[src/rtl/sprite_pkg.sv]
// Shared constants, coordinate type and helpers for the sprite compositor.
package sprite_pkg;
  localparam int NUM_SPR_DEF = 4;
  localparam int SCR_W_DEF   = 1024;
  localparam int SCR_H_DEF   = 768;
  localparam logic [11:0] XPARENT_KEY = 12'h000;

  // Wide enough for (pixel - origin) with 12/13-bit world coordinates.
  localparam int COORD_W = 16;
  typedef logic signed [COORD_W-1:0] coord_t;

  // Background is encoded one past the last sprite index.
  function automatic int layer_bg(int num_spr);
    return num_spr;
  endfunction

  function automatic logic in_span(coord_t d, int span);
    return (d >= 0) && (d < coord_t'(span));
  endfunction
endpackage

[src/rtl/sprite_compositor_if.sv]
// Pixel, sprite-position, ROM and composed-pixel bus of the sprite compositor.
interface sprite_compositor_if #(
  parameter int NUM_SPR   = 4,
  parameter int POS_W     = 12,
  parameter int ADDR_W    = 14,
  parameter int COLOR_W   = 12,
  parameter int BG_ADDR_W = 16,
  parameter int LAYER_W   = $clog2(NUM_SPR) + 1
);
  logic [10:0]              pixel_row;
  logic [10:0]              pixel_column;
  logic [POS_W-1:0]         cam_x;
  logic [POS_W-1:0]         cam_y;
  logic [NUM_SPR*POS_W-1:0] spr_x;
  logic [NUM_SPR*POS_W-1:0] spr_y;
  logic [NUM_SPR-1:0]       spr_en;
  logic [NUM_SPR*ADDR_W-1:0]  spr_addr;
  logic [NUM_SPR*COLOR_W-1:0] spr_data;
  logic [BG_ADDR_W-1:0]     bg_addr;
  logic [COLOR_W-1:0]       bg_data;
  logic [COLOR_W:0]         pix_out;
  logic [LAYER_W-1:0]       pix_layer;

  modport master (
    output pixel_row, pixel_column, cam_x, cam_y, spr_x, spr_y, spr_en, spr_data, bg_data,
    input  spr_addr, bg_addr, pix_out, pix_layer
  );
  modport slave (
    input  pixel_row, pixel_column, cam_x, cam_y, spr_x, spr_y, spr_en, spr_data, bg_data,
    output spr_addr, bg_addr, pix_out, pix_layer
  );
endinterface

[src/rtl/sprite_hit_addr.sv]
// One sprite channel: frame-latched position, box hit test and registered ROM address.
module sprite_hit_addr
  import sprite_pkg::*;
#(
  parameter int POS_W  = 12,
  parameter int ADDR_W = 14,
  parameter int SPR_W  = 128,
  parameter int SPR_H  = 128,
  parameter int SCR_W  = SCR_W_DEF,
  parameter int SCR_H  = SCR_H_DEF
) (
  input  logic              clk,
  input  logic              reset,
  input  logic              latch,
  input  logic [10:0]       row,
  input  logic [10:0]       col,
  input  logic [POS_W-1:0]  cam_x,
  input  logic [POS_W-1:0]  cam_y,
  input  logic [POS_W-1:0]  spr_x,
  input  logic [POS_W-1:0]  spr_y,
  input  logic              en,
  output logic [ADDR_W-1:0] addr,
  output logic              hit
);
  localparam coord_t OFF_X = coord_t'(SCR_W/2 - SPR_W/2);
  localparam coord_t OFF_Y = coord_t'(SCR_H/2 - SPR_H/2);

  logic [POS_W-1:0]  sx_sh, sy_sh, sx, sy;
  logic              en_sh, en_eff, hit_c;
  coord_t            ox, oy, dx, dy;
  logic [ADDR_W-1:0] lin;

  function automatic coord_t pos_ext(logic [POS_W-1:0] v);
    return coord_t'({{(COORD_W-POS_W){1'b0}}, v});
  endfunction

  // On the latch pixel itself the fresh inputs already belong to the new frame.
  assign sx     = latch ? spr_x : sx_sh;
  assign sy     = latch ? spr_y : sy_sh;
  assign en_eff = latch ? en    : en_sh;

  assign ox = pos_ext(sx) - pos_ext(cam_x) + OFF_X;
  assign oy = pos_ext(sy) - pos_ext(cam_y) + OFF_Y;
  assign dx = coord_t'({{(COORD_W-11){1'b0}}, col}) - ox;
  assign dy = coord_t'({{(COORD_W-11){1'b0}}, row}) - oy;

  assign hit_c = en_eff && in_span(dx, SPR_W) && in_span(dy, SPR_H);
  assign lin   = ADDR_W'(dy) * ADDR_W'(SPR_W) + ADDR_W'(dx);

  // Stage p1: address and hit registered
  always_ff @(posedge clk) begin
    if (reset) begin
      sx_sh <= '0;
      sy_sh <= '0;
      en_sh <= 1'b0;
      addr  <= '0;
      hit   <= 1'b0;
    end else begin
      if (latch) begin
        sx_sh <= spr_x;
        sy_sh <= spr_y;
        en_sh <= en;
      end
      hit  <= hit_c;
      addr <= hit_c ? lin : '0;
    end
  end
endmodule

[src/rtl/sprite_compositor.sv]
// N-sprite priority compositor over a scaled background, 3-cycle pixel latency.
// Build option SPRITE_XPARENT_EN: sprite texels equal to the key colour are see-through.
module sprite_compositor
  import sprite_pkg::*;
#(
  parameter int NUM_SPR   = NUM_SPR_DEF,
  parameter int SPR_W     = 128,
  parameter int SPR_H     = 128,
  parameter int SCR_W     = SCR_W_DEF,
  parameter int SCR_H     = SCR_H_DEF,
  parameter int POS_W     = 12,
  parameter int ADDR_W    = 14,
  parameter int COLOR_W   = 12,
  parameter int BG_SHIFT  = 2,
  parameter int BG_ADDR_W = 16
) (
  input logic clk,
  input logic reset,
  sprite_compositor_if.slave bus
);
  localparam int LAYER_W = $clog2(NUM_SPR) + 1;
  localparam logic [LAYER_W-1:0] LAYER_BG = LAYER_W'(layer_bg(NUM_SPR));

  logic                      latch;
  logic [POS_W-1:0]          cam_x_sh, cam_y_sh, cam_x_eff, cam_y_eff;
  logic [NUM_SPR*ADDR_W-1:0] spr_addr_p1;
  logic [NUM_SPR-1:0]        hit_p1, hit_p2, opaque;
  logic                      vld_p1, vld_p2;
  logic [BG_ADDR_W-1:0]      bg_lin;
  logic [LAYER_W-1:0]        sel_layer;
  logic [COLOR_W-1:0]        sel_rgb;

  assign latch     = (bus.pixel_row == 11'd0) && (bus.pixel_column == 11'd0);
  assign cam_x_eff = latch ? bus.cam_x : cam_x_sh;
  assign cam_y_eff = latch ? bus.cam_y : cam_y_sh;

  for (genvar gi = 0; gi < NUM_SPR; gi++) begin : g_spr
    sprite_hit_addr #(
      .POS_W(POS_W), .ADDR_W(ADDR_W), .SPR_W(SPR_W), .SPR_H(SPR_H),
      .SCR_W(SCR_W), .SCR_H(SCR_H)
    ) u_hit (
      .clk   (clk),
      .reset (reset),
      .latch (latch),
      .row   (bus.pixel_row),
      .col   (bus.pixel_column),
      .cam_x (cam_x_eff),
      .cam_y (cam_y_eff),
      .spr_x (bus.spr_x[gi*POS_W +: POS_W]),
      .spr_y (bus.spr_y[gi*POS_W +: POS_W]),
      .en    (bus.spr_en[gi]),
      .addr  (spr_addr_p1[gi*ADDR_W +: ADDR_W]),
      .hit   (hit_p1[gi])
    );
`ifdef SPRITE_XPARENT_EN
    assign opaque[gi] = bus.spr_data[gi*COLOR_W +: COLOR_W] != COLOR_W'(XPARENT_KEY);
`else
    assign opaque[gi] = 1'b1;
`endif
  end

  assign bus.spr_addr = spr_addr_p1;
  assign bg_lin = BG_ADDR_W'(bus.pixel_row >> BG_SHIFT) * BG_ADDR_W'(SCR_W >> BG_SHIFT)
                + BG_ADDR_W'(bus.pixel_column >> BG_SHIFT);

  // Lowest index wins; scan from the bottom so earlier sprites overwrite.
  always_comb begin
    sel_layer = LAYER_BG;
    sel_rgb   = bus.bg_data;
    for (int i = NUM_SPR - 1; i >= 0; i--) begin
      if (hit_p2[i] && opaque[i]) begin
        sel_layer = LAYER_W'(i);
        sel_rgb   = bus.spr_data[i*COLOR_W +: COLOR_W];
      end
    end
  end

  always_ff @(posedge clk) begin
    if (reset) begin
      cam_x_sh      <= '0;
      cam_y_sh      <= '0;
      bus.bg_addr   <= '0;
      vld_p1        <= 1'b0;
      hit_p2        <= '0;
      vld_p2        <= 1'b0;
      bus.pix_out   <= '0;
      bus.pix_layer <= '0;
    end else begin
      if (latch) begin
        cam_x_sh <= bus.cam_x;
        cam_y_sh <= bus.cam_y;
      end
      // Stage p1: background address alongside sprite addresses
      bus.bg_addr   <= bg_lin;
      vld_p1        <= 1'b1;
      // Stage p2: ROM data arrives, hits delayed to match
      hit_p2        <= hit_p1;
      vld_p2        <= vld_p1;
      // Stage p3: composed pixel
      bus.pix_out   <= {vld_p2, sel_rgb};
      bus.pix_layer <= sel_layer;
    end
  end
endmodule

[src/flat_wrapper.sv]
// flat-port wrapper written by rule: the top's interface ports become plain ports
module sprite_compositor_flat import sprite_pkg::*;
#(
  parameter int NUM_SPR   = NUM_SPR_DEF,
  parameter int SPR_W     = 128,
  parameter int SPR_H     = 128,
  parameter int SCR_W     = SCR_W_DEF,
  parameter int SCR_H     = SCR_H_DEF,
  parameter int POS_W     = 12,
  parameter int ADDR_W    = 14,
  parameter int COLOR_W   = 12,
  parameter int BG_SHIFT  = 2,
  parameter int BG_ADDR_W = 16
)
  (clk, reset, bus_pixel_row, bus_pixel_column, bus_cam_x, bus_cam_y, bus_spr_x, bus_spr_y, bus_spr_en, bus_spr_data, bus_bg_data, bus_spr_addr, bus_bg_addr, bus_pix_out, bus_pix_layer);
  sprite_compositor_if #(.NUM_SPR(NUM_SPR), .POS_W(POS_W), .ADDR_W(ADDR_W), .COLOR_W(COLOR_W), .BG_ADDR_W(BG_ADDR_W)) bus_i ();
  input logic clk;
  input logic reset;
  input wire logic [$bits(bus_i.pixel_row)-1:0] bus_pixel_row;
  input wire logic [$bits(bus_i.pixel_column)-1:0] bus_pixel_column;
  input wire logic [$bits(bus_i.cam_x)-1:0] bus_cam_x;
  input wire logic [$bits(bus_i.cam_y)-1:0] bus_cam_y;
  input wire logic [$bits(bus_i.spr_x)-1:0] bus_spr_x;
  input wire logic [$bits(bus_i.spr_y)-1:0] bus_spr_y;
  input wire logic [$bits(bus_i.spr_en)-1:0] bus_spr_en;
  input wire logic [$bits(bus_i.spr_data)-1:0] bus_spr_data;
  input wire logic [$bits(bus_i.bg_data)-1:0] bus_bg_data;
  output wire logic [$bits(bus_i.spr_addr)-1:0] bus_spr_addr;
  output wire logic [$bits(bus_i.bg_addr)-1:0] bus_bg_addr;
  output wire logic [$bits(bus_i.pix_out)-1:0] bus_pix_out;
  output wire logic [$bits(bus_i.pix_layer)-1:0] bus_pix_layer;
  assign bus_i.pixel_row = bus_pixel_row;
  assign bus_i.pixel_column = bus_pixel_column;
  assign bus_i.cam_x = bus_cam_x;
  assign bus_i.cam_y = bus_cam_y;
  assign bus_i.spr_x = bus_spr_x;
  assign bus_i.spr_y = bus_spr_y;
  assign bus_i.spr_en = bus_spr_en;
  assign bus_i.spr_data = bus_spr_data;
  assign bus_i.bg_data = bus_bg_data;
  assign bus_spr_addr = bus_i.spr_addr;
  assign bus_bg_addr = bus_i.bg_addr;
  assign bus_pix_out = bus_i.pix_out;
  assign bus_pix_layer = bus_i.pix_layer;
  sprite_compositor #(.NUM_SPR(NUM_SPR), .SPR_W(SPR_W), .SPR_H(SPR_H), .SCR_W(SCR_W), .SCR_H(SCR_H), .POS_W(POS_W), .ADDR_W(ADDR_W), .COLOR_W(COLOR_W), .BG_SHIFT(BG_SHIFT), .BG_ADDR_W(BG_ADDR_W)) u_core (.clk(clk), .reset(reset), .bus(bus_i));
endmodule
[config.mk]
export PLATFORM = sky130hd
export DESIGN_NAME = sprite_compositor_flat
export DESIGN_NICKNAME = d
export VERILOG_FILES = /design/src/rtl/sprite_pkg.sv /design/src/rtl/sprite_compositor_if.sv /design/src/rtl/sprite_hit_addr.sv /design/src/rtl/sprite_compositor.sv /design/src/flat_wrapper.sv
export SDC_FILE = /design/constraint.sdc
export NUM_CORES = 1
export LEC_CHECK = 0
export CORE_ASPECT_RATIO = 1.25
export CORE_MARGIN = 1
export CORE_UTILIZATION = 50
export DETAILED_ROUTE_END_ITERATION = 12
export GPL_TIMING_DRIVEN = 0
export PLACE_DENSITY = 0.75
export SETUP_SLACK_MARGIN = 0.5
export SLEW_MARGIN = 0
export SYNTH_ARGS = -nofsm -noshare
export SYNTH_HDL_FRONTEND = slang
export SYNTH_SLANG_ARGS = --single-unit
[constraint.sdc]
create_clock -name clk -period 12.32 [get_ports clk]
set_input_delay 2.464 -clock clk [delete_from_list [all_inputs] [get_ports clk]]
set_output_delay 2.464 -clock clk [all_outputs]
set_load 0.005 [all_outputs]
==> results of run 1 <==
==> Yosys cell counts (6+ instances only) <==
| library cell | number | area [um^2] |
|---|---|---|
| nand2_1 | 311 | 1170 |
| ha_1 | 297 | 3720 |
| nor2_1 | 251 | 942 |
| a21oi_1 | 223 | 1120 |
| dfxtp_1 | 222 | 4440 |
| inv_1 | 190 | 713 |
| xnor2_1 | 119 | 1040 |
| o21ai_0 | 89 | 445 |
| mux2i_1 | 60 | 601 |
| nor2b_1 | 50 | 313 |
| clkbuf_1 | 49 | 184 |
| xor2_1 | 48 | 420 |
| a21o_1 | 41 | 308 |
| nand2b_1 | 35 | 219 |
| nor3_1 | 29 | 145 |
| nand3_1 | 27 | 135 |
| o21a_1 | 25 | 188 |
| a211oi_1 | 23 | 173 |
| fa_1 | 19 | 380 |
| o21bai_1 | 18 | 135 |
| a21boi_0 | 14 | 105 |
| o31a_1 | 13 | 114 |
| a31oi_1 | 10 | 62.6 |
| and2_1 | 10 | 62.6 |
| maj3_1 | 10 | 100 |
| buf_1 | 8 | 30.0 |
| o211ai_1 | 8 | 60.1 |
| o31ai_1 | 8 | 60.1 |
| and3_1 | 7 | 43.8 |
| nand4_1 | 7 | 43.8 |
| o41ai_1 | 7 | 61.3 |
| nor4_1 | 6 | 37.5 |
| or2_2 | 6 | 37.5 |
| or3_1 | 6 | 37.5 |
==> logic make-up after synthesis <==
| group | count (synthesis) | synth area share |
|---|---|---|
| adder cells (fa/ha/maj) | 326 | 0.227 |
| XOR/XNOR | 167 | 0.0792 |
| AND/OR/NAND/NOR | 785 | 0.193 |
| buffers and inverters | 250 | 0.0513 |
| flip-flops | 222 | 0.241 |
| AO/OA/AOI/OAI | 526 | 0.175 |
| multiplexers | 60 | 0.0325 |
==> flip-flops by register name, summed over array words and instances, names as in the netlist <==
name                      flops
u_core.g_spr.u_hit.addr      56
u_core.bus.pix_layer          3
u_core.vld_p1                 1
u_core.g_spr.u_hit.en_sh      4
u_core.g_spr.u_hit.sy_sh     48
u_core.g_spr.u_hit.sx_sh     48
u_core.bus.pix_out           13
u_core.hit_p2                 4
u_core.cam_x_sh              12
u_core.g_spr.u_hit.hit        4
u_core.vld_p2                 1
u_core.bus.bg_addr           16
u_core.cam_y_sh              12
==> repair_timing <==
| item | CTS | global route |
|---|---|---|
| pin swaps | 0 | 0 |
| gates cloned | 0 | 0 |
| hold buffers | 0 | 0 |
| endpoints found under the setup margin | 25 | 40 |
| resized for setup | 2 | 10 |
==> path summary, 6_finish.rpt <==
kind | to | from
worst max-delay path | u_core.g_spr[1].u_hit.addr[10] | bus_pixel_column[5]
worst min register to register | u_core.hit_p2[0] | u_core.g_spr[0].u_hit.hit
worst max register to register | u_core.g_spr[1].u_hit.addr[10] | u_core.cam_y_sh[1]
worst min-delay path | u_core.hit_p2[0] | u_core.g_spr[0].u_hit.hit
==> routing by layer <==
| metal | vias up | share of wire | global-route usage |
|---|---|---|---|
| li1 | 8704 | - | - |
| met2 | 596 | 0.49 | 0.585 |
| met4 | 2 | 0.051 | 0.156 |
| met1 | 8188 | 0.40 | 0.368 |
| met3 | 144 | 0.066 | 0.0419 |
| met5 | - | 0.00016 | 0 |
==> per-stage QoR <==
step	hold slack, ps	utilization	total power, mW	TNS (ps)	std cells
CTS	395	0.628	1.95	0	3156
global placement	415	0.606	1.20	-4840	3111
floorplan	414	-	1.03	0	2336
detailed placement	422	0.606	1.21	-4250	3111
global route	412	0.629	2.02	0	3156
finish	403	0.629	1.95	0	3156
==> power breakdown <==
part / switching (mW) / internal, mW / total [mW]
Clock: 0.314 / 0.431 / 0.745
Sequential: 0.00150 / 0.724 / 0.725
Combinational: 0.252 / 0.224 / 0.476
==> final cells by class <==
class | count | area [um^2]
multi-input combinational | 1864 | 13100
clock buffer | 38 | 734
clock inverter | 7 | 68.8
sequential | 222 | 4440
tap | 480 | 601
inverter | 191 | 717
timing repair buffer | 295 | 2960
fill | 3287 | 13500
buffer | 59 | 236
==> reports/qor_table.md, run 1 <==
| Metric | This run | Unit |
| --- | --- | --- |
| Result of the run | finished, final reports clean | - |
| Grt ovf | 0 | - |
| Detailed Route WL | 62,300 | um |
| Post-synthesis sequential area ratio | 0.241 | - |
| Worst Tran Pin Value | 1110 | ps |
| Die X-Extent | 174 | um |
| Chip height | 217 | um |
| Crit. path cell count | 33 | - |
| Number of distinct standard cells referenced by the synthesized netlist | 70 | - |
| Maximum buffer depth of the clock tree | 3 | - |
| Placement Setup Slack | -292 | ps |
| Clock-pin transition on the worst setup and hold timing paths | 70 | ps |
| WP buf/inv | 7 | - |
| Final count of pins violating max slew | 0 | - |
| Post-synthesis average cell area | 7.90 | um^2 |
| Design area | 22,800 | um^2 |
| Crit path max-delay cell type | clkdlybuf4s50_1 | - |
| Max VDD drop | 0.0866 | mV |
| Clk Tree Root Cell | clkbuf_16 | - |
| Length in cells of the worst reg-to-reg path | 24 | - |
| WP data arrival | 11,720 | ps |
| Number of enable flip-flop cells after synthesis | 0 | - |
| Post-route fraction of the period consumed by the critical path | 0.915 | - |
| Number of maximum-capacitance violations | 0 | - |
| Path category of the worst min-delay check | reg -> reg | - |
| Number of remaining DRC errors | 0 | - |
| Detailed-routing iteration count for the pre-antenna-repair pass | 6 | - |
| Half-perimeter wire length after detailed placement | 51,500 | um |
| Reg-to-reg setup timing slack | 5780 | ps |
| Commonest cells after routing, fill and taps aside | 311 x nand2_1, 297 x ha_1, 293 x clkdlybuf4s50_1, 251 x nor2_1, 223 x a21oi_1 | - |
| Signed area change from the synthesized netlist to the final layout | 23.7 | % |
| Level count of the clock H-tree | 1 | - |
| GRT Resource Usage Total | 0.321 | - |
| Max-slew headroom at the worst pin | 0.257 | - |
| Worst hold path cell count | 1 | - |
| Setup repair after global routing missed its margin | false | - |
| Worst setup margin | 1050 | ps |
| Diodes inserted | 0 | - |
| Worst setup EP type | register | - |
| Number of sinks on the clock net | 222 | - |
| Leak pwr | 10.3 | nW |
| Most common cell after layout, fill and taps aside | nand2_1 | - |
| Ports placed on the boundary | 296 | - |
| Fmax | 0.0887 | GHz |
| Yosys warns | 0 | - |
| Floorplan Core Area | 36,300 | um^2 |
| Routability Congestion | 0.944 | - |
| Number of synthesized register bits | 222 | - |
| Share of synthesized flip-flops with an asynchronous set or reset | 0 | - |
| Wire length of the first global-routing pass | 92,700 | um |
| Post-route clock skew | 35.8 | ps |
| Worst-skew pair later-pin latency | 570 | ps |
| Post-Synthesis Cell Area | 18,500 | um^2 |
| Via count | 17,600 | - |
| Most common flop cell mapped by yosys | dfxtp_1 | - |
| Routed length per placed instance | 19.7 | um |
| CTS Buf Count | 25 | - |
| Count of buffers inserted at the top-level ports | 295 | - |
| Post-CTS setup buffers | 0 | - |
| Category of the critical setup timing path | in -> reg | - |
| Antenna violations before repair | 2 | - |
| Violation count after the first detailed-routing iteration | 1,079 | - |
| Number of endpoints failing setup at the final stage | 0 | - |
| Critical Path Fanout Max | 10 | - |
| Total number of placement rows | 78 | - |
| Pwr Density | 85.2 | nW/um^2 |
| Effective utilization at floorplan | 0.508 | - |
| Number of nets still failing antenna checks after routing | 0 | - |
| Ratio of cells with drive above 1 in the final layout | 0.0284 | - |
| Final hold violation count | 0 | - |
| Fin nets | 3,182 | - |
| Vias in the first global route | 17,100 | - |
| Full die area | 37,700 | um^2 |
| Largest net degree at the start of global routing | 13 | - |
| Required time at the worst-slack endpoint | 12,760 | ps |
| Routed vias/inst | 5.59 | - |
| Type of origin of the critical path | input port | - |
| Top Family by Delay on Critical Path | compound AO/OA/AOI/OAI gates | - |
| Post-detailed-placement cell area | 22,000 | um^2 |
| Synth Net Count | 2,860 | - |
| Final worst path period need | 11,270 | ps |
| Crit path largest cell delay | 710 | ps |
| Mapped Cells | 2,336 | - |
| Clock tree from TritonCTS | done | - |
No activity file was read; power rests on OpenSTA's default activity.
==> inputs of run 2 (changes only) <==
--- a/config.mk
+++ b/config.mk
@@ -7,10 +7,11 @@
 export LEC_CHECK = 0
 export CORE_ASPECT_RATIO = 1.25
 export CORE_MARGIN = 1
-export CORE_UTILIZATION = 50
+export CORE_UTILIZATION = 56
+export CTS_CLUSTER_DIAMETER = 40
 export DETAILED_ROUTE_END_ITERATION = 12
 export GPL_TIMING_DRIVEN = 0
-export PLACE_DENSITY = 0.75
+export PLACE_DENSITY = 0.91
 export SETUP_SLACK_MARGIN = 0.5
 export SLEW_MARGIN = 0
 export SYNTH_ARGS = -nofsm -noshare
==> run 2 against run 1 <==
  * Clock-buffer cell count is 3 lower
  * Via count is 4.8% higher
  * Global-route usage is 4.8 points higher
  * Utilization is 8.9 points higher
  * Largest cell class unchanged
  * Highest routed layer is now met4
  * Critical path depth stayed put
==> reports/qor_table.md, run 2 (synthesized netlist as in run 1, its figures left out) <==
| Metric | This run | Unit | Delta |
| --- | --- | --- | --- |
| Leak pwr | 10.4 | nW | was 10.3 nW |
| Effective utilization at floorplan | 0.574 | - | was 0.508 |
| Number of flip-flops under the largest register name | 56 | - | unchanged |
| Ports placed on the boundary | 296 | - | unchanged |
| Post-route clock skew | 12.5 | ps | was 35.8 ps |
| GRT Resource Usage Total | 0.369 | - | was 0.321 |
| Antenna violations before repair | 2 | - | unchanged |
| Hold EP | u_core.hit_p2[1] | - | was u_core.hit_p2[0] |
| Final worst path period need | 11,470 | ps | was 11,270 ps |
| Worst Tran Pin Value | 1100 | ps | was 1110 ps |
| Setup repair after global routing missed its margin | false | - | unchanged |
| Worst setup margin | 846 | ps | was 1050 ps |
| Max-slew headroom at the worst pin | 0.267 | - | was 0.257 |
| Worst hold path cell count | 1 | - | unchanged |
| Post-layout util | 0.718 | - | was 0.629 |
| Largest net degree at the start of global routing | 17 | - | was 13 |
| Commonest cells after routing, fill and taps aside | 311 x nand2_1, 297 x ha_1, 295 x clkdlybuf4s50_1, 251 x nor2_1, 223 x a21oi_1 | - | was 311 x nand2_1, 297 x ha_1, 293 x clkdlybuf4s50_1, 251 x nor2_1, 223 x a21oi_1 |
| Number of maximum-capacitance violations | 0 | - | unchanged |
| Required time at the worst-slack endpoint | 12,850 | ps | was 12,760 ps |
| Type of origin of the critical path | input port | - | unchanged |
| Full die area | 33,700 | um^2 | was 37,700 um^2 |
| Crit Reg-Reg Endpoint | u_core.g_spr[1].u_hit.addr[10] | - | unchanged |
| Diodes inserted | 0 | - | unchanged |
| Most common cell after layout, fill and taps aside | nand2_1 | - | unchanged |
| CTS Buf Count | 31 | - | was 25 |
| Clock-pin transition on the worst setup and hold timing paths | 60 | ps | was 70 ps |
| Routability Congestion | 1.01 | - | was 0.944 |
| Worst setup EP type | register | - | unchanged |
| Ratio of cells with drive above 1 in the final layout | 0.0335 | - | was 0.0284 |
| Critical hold path startpoint | u_core.g_spr[1].u_hit.hit | - | was u_core.g_spr[0].u_hit.hit |
| Crit path max-delay cell type | clkdlybuf4s50_1 | - | unchanged |
| Crit path largest cell delay | 850 | ps | was 710 ps |
| Worst-skew pair later-pin latency | 600 | ps | was 570 ps |
| Fmax | 0.0872 | GHz | was 0.0887 GHz |
| Violation count after the first detailed-routing iteration | 1,307 | - | was 1,079 |
| Design area | 23,100 | um^2 | was 22,800 um^2 |
| Total number of placement rows | 73 | - | was 78 |
| Number of sinks on the clock net | 222 | - | unchanged |
| Number of endpoints failing setup at the final stage | 0 | - | unchanged |
| Largest register by flop count | u_core.g_spr.u_hit.addr | - | unchanged |
| Vias in the first global route | 18,600 | - | was 17,100 |
| Detailed Route WL | 63,000 | um | was 62,300 um |
| Wire length of the first global-routing pass | 95,100 | um | was 92,700 um |
| Path category of the worst min-delay check | reg -> reg | - | unchanged |
| Reg-to-reg startpoint | u_core.cam_y_sh[1] | - | unchanged |
| Routed vias/inst | 5.96 | - | was 5.59 |
| Length in cells of the worst reg-to-reg path | 24 | - | unchanged |
| Via count | 18,500 | - | was 17,600 |
| Half-perimeter wire length after detailed placement | 50,300 | um | was 51,500 um |
| Signed area change from the synthesized netlist to the final layout | 25.0 | % | was 23.7% |
| Largest registers | u_core.g_spr.u_hit.addr: 56 flops, u_core.g_spr.u_hit.sx_sh: 48 flops, u_core.g_spr.u_hit.sy_sh: 48 flops | - | unchanged |
| Maximum buffer depth of the clock tree | 3 | - | unchanged |
| Fill cells | 2,429 | - | was 3,287 |
| Level count of the clock H-tree | 1 | - | unchanged |
| Critical Path Fanout Max | 10 | - | unchanged |
| Top cell by count, worst path | clkbuf_1 | - |  |
| Category of the critical setup timing path | in -> reg | - | unchanged |
| Layout Cells excl Fill | 3,100 | - | was 3,156 |
| Floorplan Core Area | 32,200 | um^2 | was 36,300 um^2 |
| Routed length per placed instance | 20.3 | um | was 19.7 um |
| Reg-to-reg setup timing slack | 5690 | ps | was 5780 ps |
| Number of nets still failing antenna checks after routing | 0 | - | unchanged |
| Clk Tree Root Cell | clkbuf_16 | - | unchanged |
| Die X-Extent | 164 | um | was 174 um |
| Total negative slack | 0 | ps | unchanged |
| Final count of pins violating max slew | 0 | - | unchanged |
| Post-detailed-placement cell area | 21,900 | um^2 | was 22,000 um^2 |
| Number of instances in the placed design | 3,043 | - | was 3,111 |
| Fin nets | 3,188 | - | was 3,182 |
| Pwr Density | 95.2 | nW/um^2 | was 85.2 nW/um^2 |
| Count of buffers inserted at the top-level ports | 295 | - | unchanged |
| Max VDD drop | 0.119 | mV | was 0.0866 mV |
| Chip height | 205 | um | was 217 um |
| Post-route fraction of the period consumed by the critical path | 0.931 | - | was 0.915 |
| WP data arrival | 12,000 | ps | was 11,720 ps |
| Result of the run | finished, final reports clean | - | unchanged |
| Final hold violation count | 0 | - | unchanged |
| Clock tree from TritonCTS | done | - | unchanged |
| Placement Setup Slack | -70.0 | ps | was -292 ps |
| Detailed-routing iteration count for the pre-antenna-repair pass | 6 | - | unchanged |
| Hold buffer count at cts | 0 | - | unchanged |
| Number of remaining DRC errors | 0 | - | unchanged |
| Grt ovf | 0 | - | unchanged |
run 2: cell count changes in the layout (fill, tap and decap cells not counted), moves of 2 or more:
| cell | change |
|---|---|
| bufinv_16 | +4 |
| clkbuf_1 | -4 |
| clkbuf_16 | +6 |
| clkbuf_2 | -3 |
| clkbuf_8 | -3 |
| clkdlybuf4s50_1 | +2 |
| clkinv_8 | +2 |
| dlymetal6s2s_1 | -2 |
| inv_8 | +6 |
run 2: routing by layer:
layer | vias to the layer above | global-route usage | wire [um]
met5 | - | 0 | 0
met4 | 0 | 0.269 | 4760
met3 | 262 | 0.0632 | 5750
met2 | 923 | 0.642 | 29700
met1 | 8580 | 0.400 | 22700
li1 | 8709 | - | -
run 2: report_power, final:
part           internal, mW  total [mW]  switching, mW
clock                 0.599       0.985          0.387
sequential            0.724       0.725        0.00169
combinational         0.225       0.486          0.261
total                  1.55        2.20          0.649
run 2: what timing repair did:
action,in CTS,in global routing
cloned,0,0
endpoints found under the setup margin,5,26
gates resized for setup,1,2
pin swaps,0,0
setup buffers,0,0
endpoints found under the hold margin,0,0
run 2: per-stage QoR:
| stage | power, mW | hold WS [ps] |
|---|---|---|
| 6_report | 2.20 | 438 |
| 5_1_grt | 2.26 | 463 |
| 4_1_cts | 2.19 | 439 |
| 3_5_place_dp | 1.21 | 426 |
| 3_3_place_gp | 1.19 | 417 |
| 2_1_floorplan | 1.03 | 414 |
run 2: worst max-delay path by stage:
stage | from | endpoint | slack (ps) | cells past startpoint
floorplan | bus_pixel_row[10] | u_core.g_spr[3].u_hit.addr[10] | 3010 | 29
global placement | bus_pixel_column[3] | u_core.g_spr[3].u_hit.addr[8] | 50 | 30
detailed placement | bus_pixel_column[5] | u_core.g_spr[1].u_hit.addr[10] | -70 | 31
CTS | bus_pixel_column[3] | u_core.g_spr[1].u_hit.addr[10] | 780 | 31
global route | bus_pixel_row[4] | u_core.g_spr[1].u_hit.addr[2] | 520 | 33
finish | bus_pixel_column[5] | u_core.g_spr[1].u_hit.addr[10] | 850 | 33
run 2: final cells by class:
type / count / area, um^2 / share of cell area
clock inverters: 22 / 323 / 0.0140
multi-input cells: 1864 / 13100 / 0.566
inverters: 191 / 717 / 0.0311
well taps: 412 / 515 / 0.0223
clock buffers: 35 / 821 / 0.0356
flip-flops and latches: 222 / 4440 / 0.193
plain buffers: 59 / 233 / 0.0101
repair buffers: 295 / 2950 / 0.128
run 2: worst max-delay path: cells and delay by family:
family	cells	cell delay [ps]
compound gates	12	3420
xor+xnor	1	80
fa+ha+maj	4	1100
buf+inv	7	3130
simple gates	9	1760
==> inputs of run 3 (changes only) <==
--- a/config.mk
+++ b/config.mk
@@ -10,10 +10,11 @@
 export CORE_UTILIZATION = 56
 export CTS_CLUSTER_DIAMETER = 40
 export DETAILED_ROUTE_END_ITERATION = 12
-export GPL_TIMING_DRIVEN = 0
-export PLACE_DENSITY = 0.91
+export GPL_TIMING_DRIVEN = 1
+export PLACE_DENSITY = 0.9
 export SETUP_SLACK_MARGIN = 0.5
 export SLEW_MARGIN = 0
 export SYNTH_ARGS = -nofsm -noshare
 export SYNTH_HDL_FRONTEND = slang
+export SYNTH_HIERARCHICAL = 1
 export SYNTH_SLANG_ARGS = --single-unit
==> run 3 against run 2 <==
  * First-iteration DRC count decreased by 14%
  * Cell count fell by 1.9%
  * Clock power down 9.7%
  * Clock-buffer cell count unchanged
  * Hold slack worse by 3.7 ps
  * Largest cell class unchanged
  * Via count down 3.9%
==> reports/qor_table.md, run 3 <==
| Metric | This run | Unit | Delta |
| --- | --- | --- | --- |
| Worst setup EP type | register | - | unchanged |
| Largest register by flop count | u_core/g_spr.u_hit/addr | - | was u_core.g_spr.u_hit.addr |
| Critical hold path startpoint | u_core/vld_p2 | - | was u_core.g_spr[1].u_hit.hit |
| Reg-to-reg startpoint | u_core/cam_x_sh[1] | - | was u_core.cam_y_sh[1] |
| Max VDD drop | 0.0775 | mV | was 0.119 mV |
| Antenna violations before repair | 1 | - | was 2 |
| Routed vias/inst | 5.84 | - | was 5.96 |
| Leak pwr | 10.4 | nW | about the same |
| Half-perimeter wire length after detailed placement | 45,400 | um | was 50,300 um |
| Synth Net Count | 2,815 | - | was 2,860 |
| Number of instances resized during post-cts repair | 0 | - | was 1 |
| Signed area change from the synthesized netlist to the final layout | 22.2 | % | was 25.0% |
| Largest net degree at the start of global routing | 121 | - | was 17 |
| Setup repair after global routing missed its margin | false | - | unchanged |
| Level count of the clock H-tree | 1 | - | unchanged |
| Chip height | 211 | um | was 205 um |
| Layout Cells excl Fill | 3,042 | - | was 3,100 |
| Number of remaining DRC errors | 0 | - | unchanged |
| Die X-Extent | 169 | um | was 164 um |
| Detailed-routing iteration count for the pre-antenna-repair pass | 7 | - | was 6 |
| Result of the run | finished, final reports clean | - | unchanged |
| Most common cell after layout, fill and taps aside | ha_1 | - | was nand2_1 |
| Yosys top cell area share | 0.226 | - | was 0.241 |
| Ratio of cells with drive above 1 in the final layout | 0.0898 | - | was 0.0335 |
| Fin nets | 3,087 | - | was 3,188 |
| Ports placed on the boundary | 296 | - | unchanged |
| Placement Setup Slack | 1900 | ps | was -70.0 ps |
| CTS Buf Count | 30 | - | was 31 |
| Vias in the first global route | 17,700 | - | was 18,600 |
| Number of nets still failing antenna checks after routing | 0 | - | unchanged |
| Worst setup margin | 2390 | ps | was 846 ps |
| Design area | 24,000 | um^2 | was 23,100 um^2 |
| Clock tree from TritonCTS | done | - | unchanged |
| Final hold violation count | 0 | - | unchanged |
| Worst Tran Pin Value | 917 | ps | was 1100 ps |
| Violation count after the first detailed-routing iteration | 1,130 | - | was 1,307 |
| Number of enable flip-flop cells after synthesis | 0 | - | unchanged |
| Yosys warns | 6 | - | was 0 |
| Routed length per placed instance | 19.3 | um | was 20.3 um |
| Post-route fraction of the period consumed by the critical path | 0.806 | - | was 0.931 |
| Effective utilization at floorplan | 0.569 | - | was 0.574 |
| Crit path largest cell delay | 750 | ps | was 850 ps |
| Mapped Cells | 2,277 | - | was 2,336 |
| Detailed Route WL | 58,600 | um | was 63,000 um |
| Hold EP | u_core/bus.pix_out[12] | - | was u_core.hit_p2[1] |
| WP data arrival | 10,410 | ps | was 12,000 ps |
| Largest registers | u_core/g_spr.u_hit/addr: 56 flops, u_core/g_spr.u_hit/sx_sh: 48 flops, u_core/g_spr.u_hit/sy_sh: 48 flops | - | was u_core.g_spr.u_hit.addr: 56 flops, u_core.g_spr.u_hit.sx_sh: 48 flops, u_core.g_spr.u_hit.sy_sh: 48 flops |
| Crit path max-delay cell type | clkdlybuf4s50_1 | - | unchanged |
| Via count | 17,800 | - | was 18,500 |
| Clock-pin transition on the worst setup and hold timing paths | 60 | ps | about the same |
| Number of synthesized register bits | 222 | - | unchanged |
| Grt ovf | 0 | - | unchanged |
| Worst hold path cell count | 1 | - | unchanged |
| GRT Resource Usage Total | 0.318 | - | was 0.369 |
| Post-synthesis average cell area | 8.62 | um^2 | was 7.90 um^2 |
| Category of the critical setup timing path | in -> reg | - | unchanged |
| Floorplan Core Area | 34,500 | um^2 | was 32,200 um^2 |
| Final worst path period need | 9930 | ps | was 11,470 ps |
| Total negative slack | 0 | ps | unchanged |
| Hold buffer count at cts | 0 | - | unchanged |
| Number of endpoints failing setup at the final stage | 0 | - | unchanged |
| Max-slew headroom at the worst pin | 0.388 | - | was 0.267 |
| Most area-consuming cells after synthesis | dfxtp_1 23%, ha_1 20%, mux2_2 6.3% | - | was dfxtp_1 24%, ha_1 20%, nand2_1 6.3% |
| Worst-skew pair later-pin latency | 590 | ps | was 600 ps |
| Number of flip-flops under the largest register name | 56 | - | unchanged |
| Post-detailed-placement cell area | 22,900 | um^2 | was 21,900 um^2 |
| Commonest cells after routing, fill and taps aside | 310 x ha_1, 298 x inv_1, 294 x clkdlybuf4s50_1, 222 x dfxtp_1, 136 x nor2b_1 | - | was 311 x nand2_1, 297 x ha_1, 295 x clkdlybuf4s50_1, 251 x nor2_1, 223 x a21oi_1 |
| Number of distinct standard cells referenced by the synthesized netlist | 92 | - | was 70 |
| Critical Path Fanout Max | 120 | - | was 10 |
| Synth cell count leaders | 310 x ha_1, 298 x inv_1, 222 x dfxtp_1, 136 x nor2b_1, 130 x a21oi_1 | - | was 311 x nand2_1, 297 x ha_1, 251 x nor2_1, 223 x a21oi_1, 222 x dfxtp_1 |
| Final count of pins violating max slew | 0 | - | unchanged |
| Length in cells of the worst reg-to-reg path | 25 | - | was 24 |
| Path category of the worst min-delay check | reg -> reg | - | unchanged |
| Crit Reg-Reg Endpoint | u_core/g_spr[0].u_hit/addr[13] | - | was u_core.g_spr[1].u_hit.addr[10] |
| Fmax | 0.101 | GHz | was 0.0872 GHz |
| Number of instances in the placed design | 2,985 | - | was 3,043 |
| Post-Synthesis Cell Area | 19,600 | um^2 | was 18,500 um^2 |
| Post-CTS setup buffers | 0 | - | unchanged |
| Count of buffers inserted at the top-level ports | 295 | - | unchanged |
| Pwr Density | 87.8 | nW/um^2 | was 95.2 nW/um^2 |
| Cell accounting for the most synthesized area | dfxtp_1 | - | unchanged |
| Total number of placement rows | 76 | - | was 73 |
| Reg-to-reg setup timing slack | 6340 | ps | was 5690 ps |
| Type of origin of the critical path | input port | - | unchanged |
| Post-route clock skew | 24.9 | ps | was 12.5 ps |
| Full die area | 35,800 | um^2 | was 33,700 um^2 |
| Clk Tree Root Cell | clkbuf_16 | - | unchanged |
| Number of maximum-capacitance violations | 0 | - | unchanged |
| Number of sinks on the clock net | 222 | - | unchanged |
| Maximum buffer depth of the clock tree | 3 | - | unchanged |
| Most common flop cell mapped by yosys | dfxtp_1 | - | unchanged |
| Share of synthesized flip-flops with an asynchronous set or reset | 0 | - | unchanged |
| Routability Congestion | 0.938 | - | was 1.01 |
| Post-synthesis sequential area ratio | 0.226 | - | was 0.241 |
| Wire length of the first global-routing pass | 89,200 | um | was 95,100 um |
| Required time at the worst-slack endpoint | 12,800 | ps | was 12,850 ps |
| Cell with the most instances after synthesis | ha_1 | - | was nand2_1 |
## run 3: changes by cell type in the layout (fill, tap and decap cells not counted), moves of 13 or more
| cell | change |
|---|---|
| a21o_1 | +13 |
| nand2_1 | -206 |
| inv_1 | +108 |
| clkbuf_1 | -46 |
| ha_1 | +13 |
| nor3_1 | +15 |
| nor2b_1 | +86 |
| and3_1 | +20 |
| xnor2_1 | -20 |
| nor2_1 | -156 |
| a21oi_1 | -93 |
| mux2_2 | +110 |
## run 3: layout make-up
| class | count | area [um^2] |
|---|---|---|
| repair buffers | 303 | 3020 |
| clock inverters | 21 | 256 |
| flip-flops and latches | 222 | 4440 |
| multi-input cells | 1694 | 13800 |
| inverters | 298 | 1120 |
| diodes | 1 | 2.50 |
| well taps | 468 | 586 |
| clock buffers | 35 | 790 |
| fillers | 2579 | 10500 |
## run 3: critical path: cells and delay by family
family / cells / cell delay [ps]
AOI/OAI and AO/OA: 7 / 1660
muxes: 1 / 410
adders and majority gates: 4 / 1240
buffers and inverters: 5 / 1580
xor gates and xnor gates: 5 / 1120
and+or+nand+nor: 7 / 1910
## run 3: stage by stage
stage	hold WS, ps	utilization	total power, mW
after floorplan	414	-	1.04
after global placement	418	0.664	1.21
after detailed placement	423	0.664	1.22
after CTS	438	0.695	2.11
after global routing	449	0.695	2.19
final	434	0.695	2.11
## run 3: logic make-up (layout without fill, tap and decap cells)
kind of cell / Yosys count / count (layout) / share of synthesized area
buffers and inverters: 361 / 657 / 0.0724
other: 0 / 1 / 0
AO/OA/AOI/OAI: 470 / 470 / 0.161
flip-flops: 222 / 222 / 0.226
multiplexers: 167 / 167 / 0.0922
XOR/XNOR: 152 / 152 / 0.0678
AND/OR/NAND/NOR: 575 / 575 / 0.162
adder cells (fa/ha/maj): 330 / 330 / 0.218
## run 3: power by group
group / internal, mW / total, mW / switching, mW / leakage (nW)
logic: 0.231 / 0.491 / 0.260 / 8.06
registers: 0.724 / 0.725 / 0.00148 / 1.80
clock network: 0.517 / 0.889 / 0.372 / 0.497
## run 3: layer usage
metal,GRT usage,vias to the layer above,share of wire
li1,-,8467,-
met1,0.352,8345,0.38
met2,0.553,726,0.47
met3,0.0559,216,0.074
met4,0.221,0,0.072
met5,0,-,0
## run 3: how the worst max path moves through the flow
stage / start / to / slack, ps
floorplan: bus_pixel_row[5] / u_core/g_spr[0].u_hit/addr[13] / 3370
CTS: bus_pixel_row[8] / u_core/g_spr[0].u_hit/addr[13] / 2470
finish: bus_pixel_row[8] / u_core/g_spr[0].u_hit/addr[13] / 2390
detailed placement: bus_pixel_row[8] / u_core/g_spr[0].u_hit/addr[13] / 1900
global placement: bus_pixel_row[8] / u_core/g_spr[0].u_hit/addr[13] / 2120
global route: bus_pixel_row[8] / u_core/g_spr[0].u_hit/addr[13] / 1700
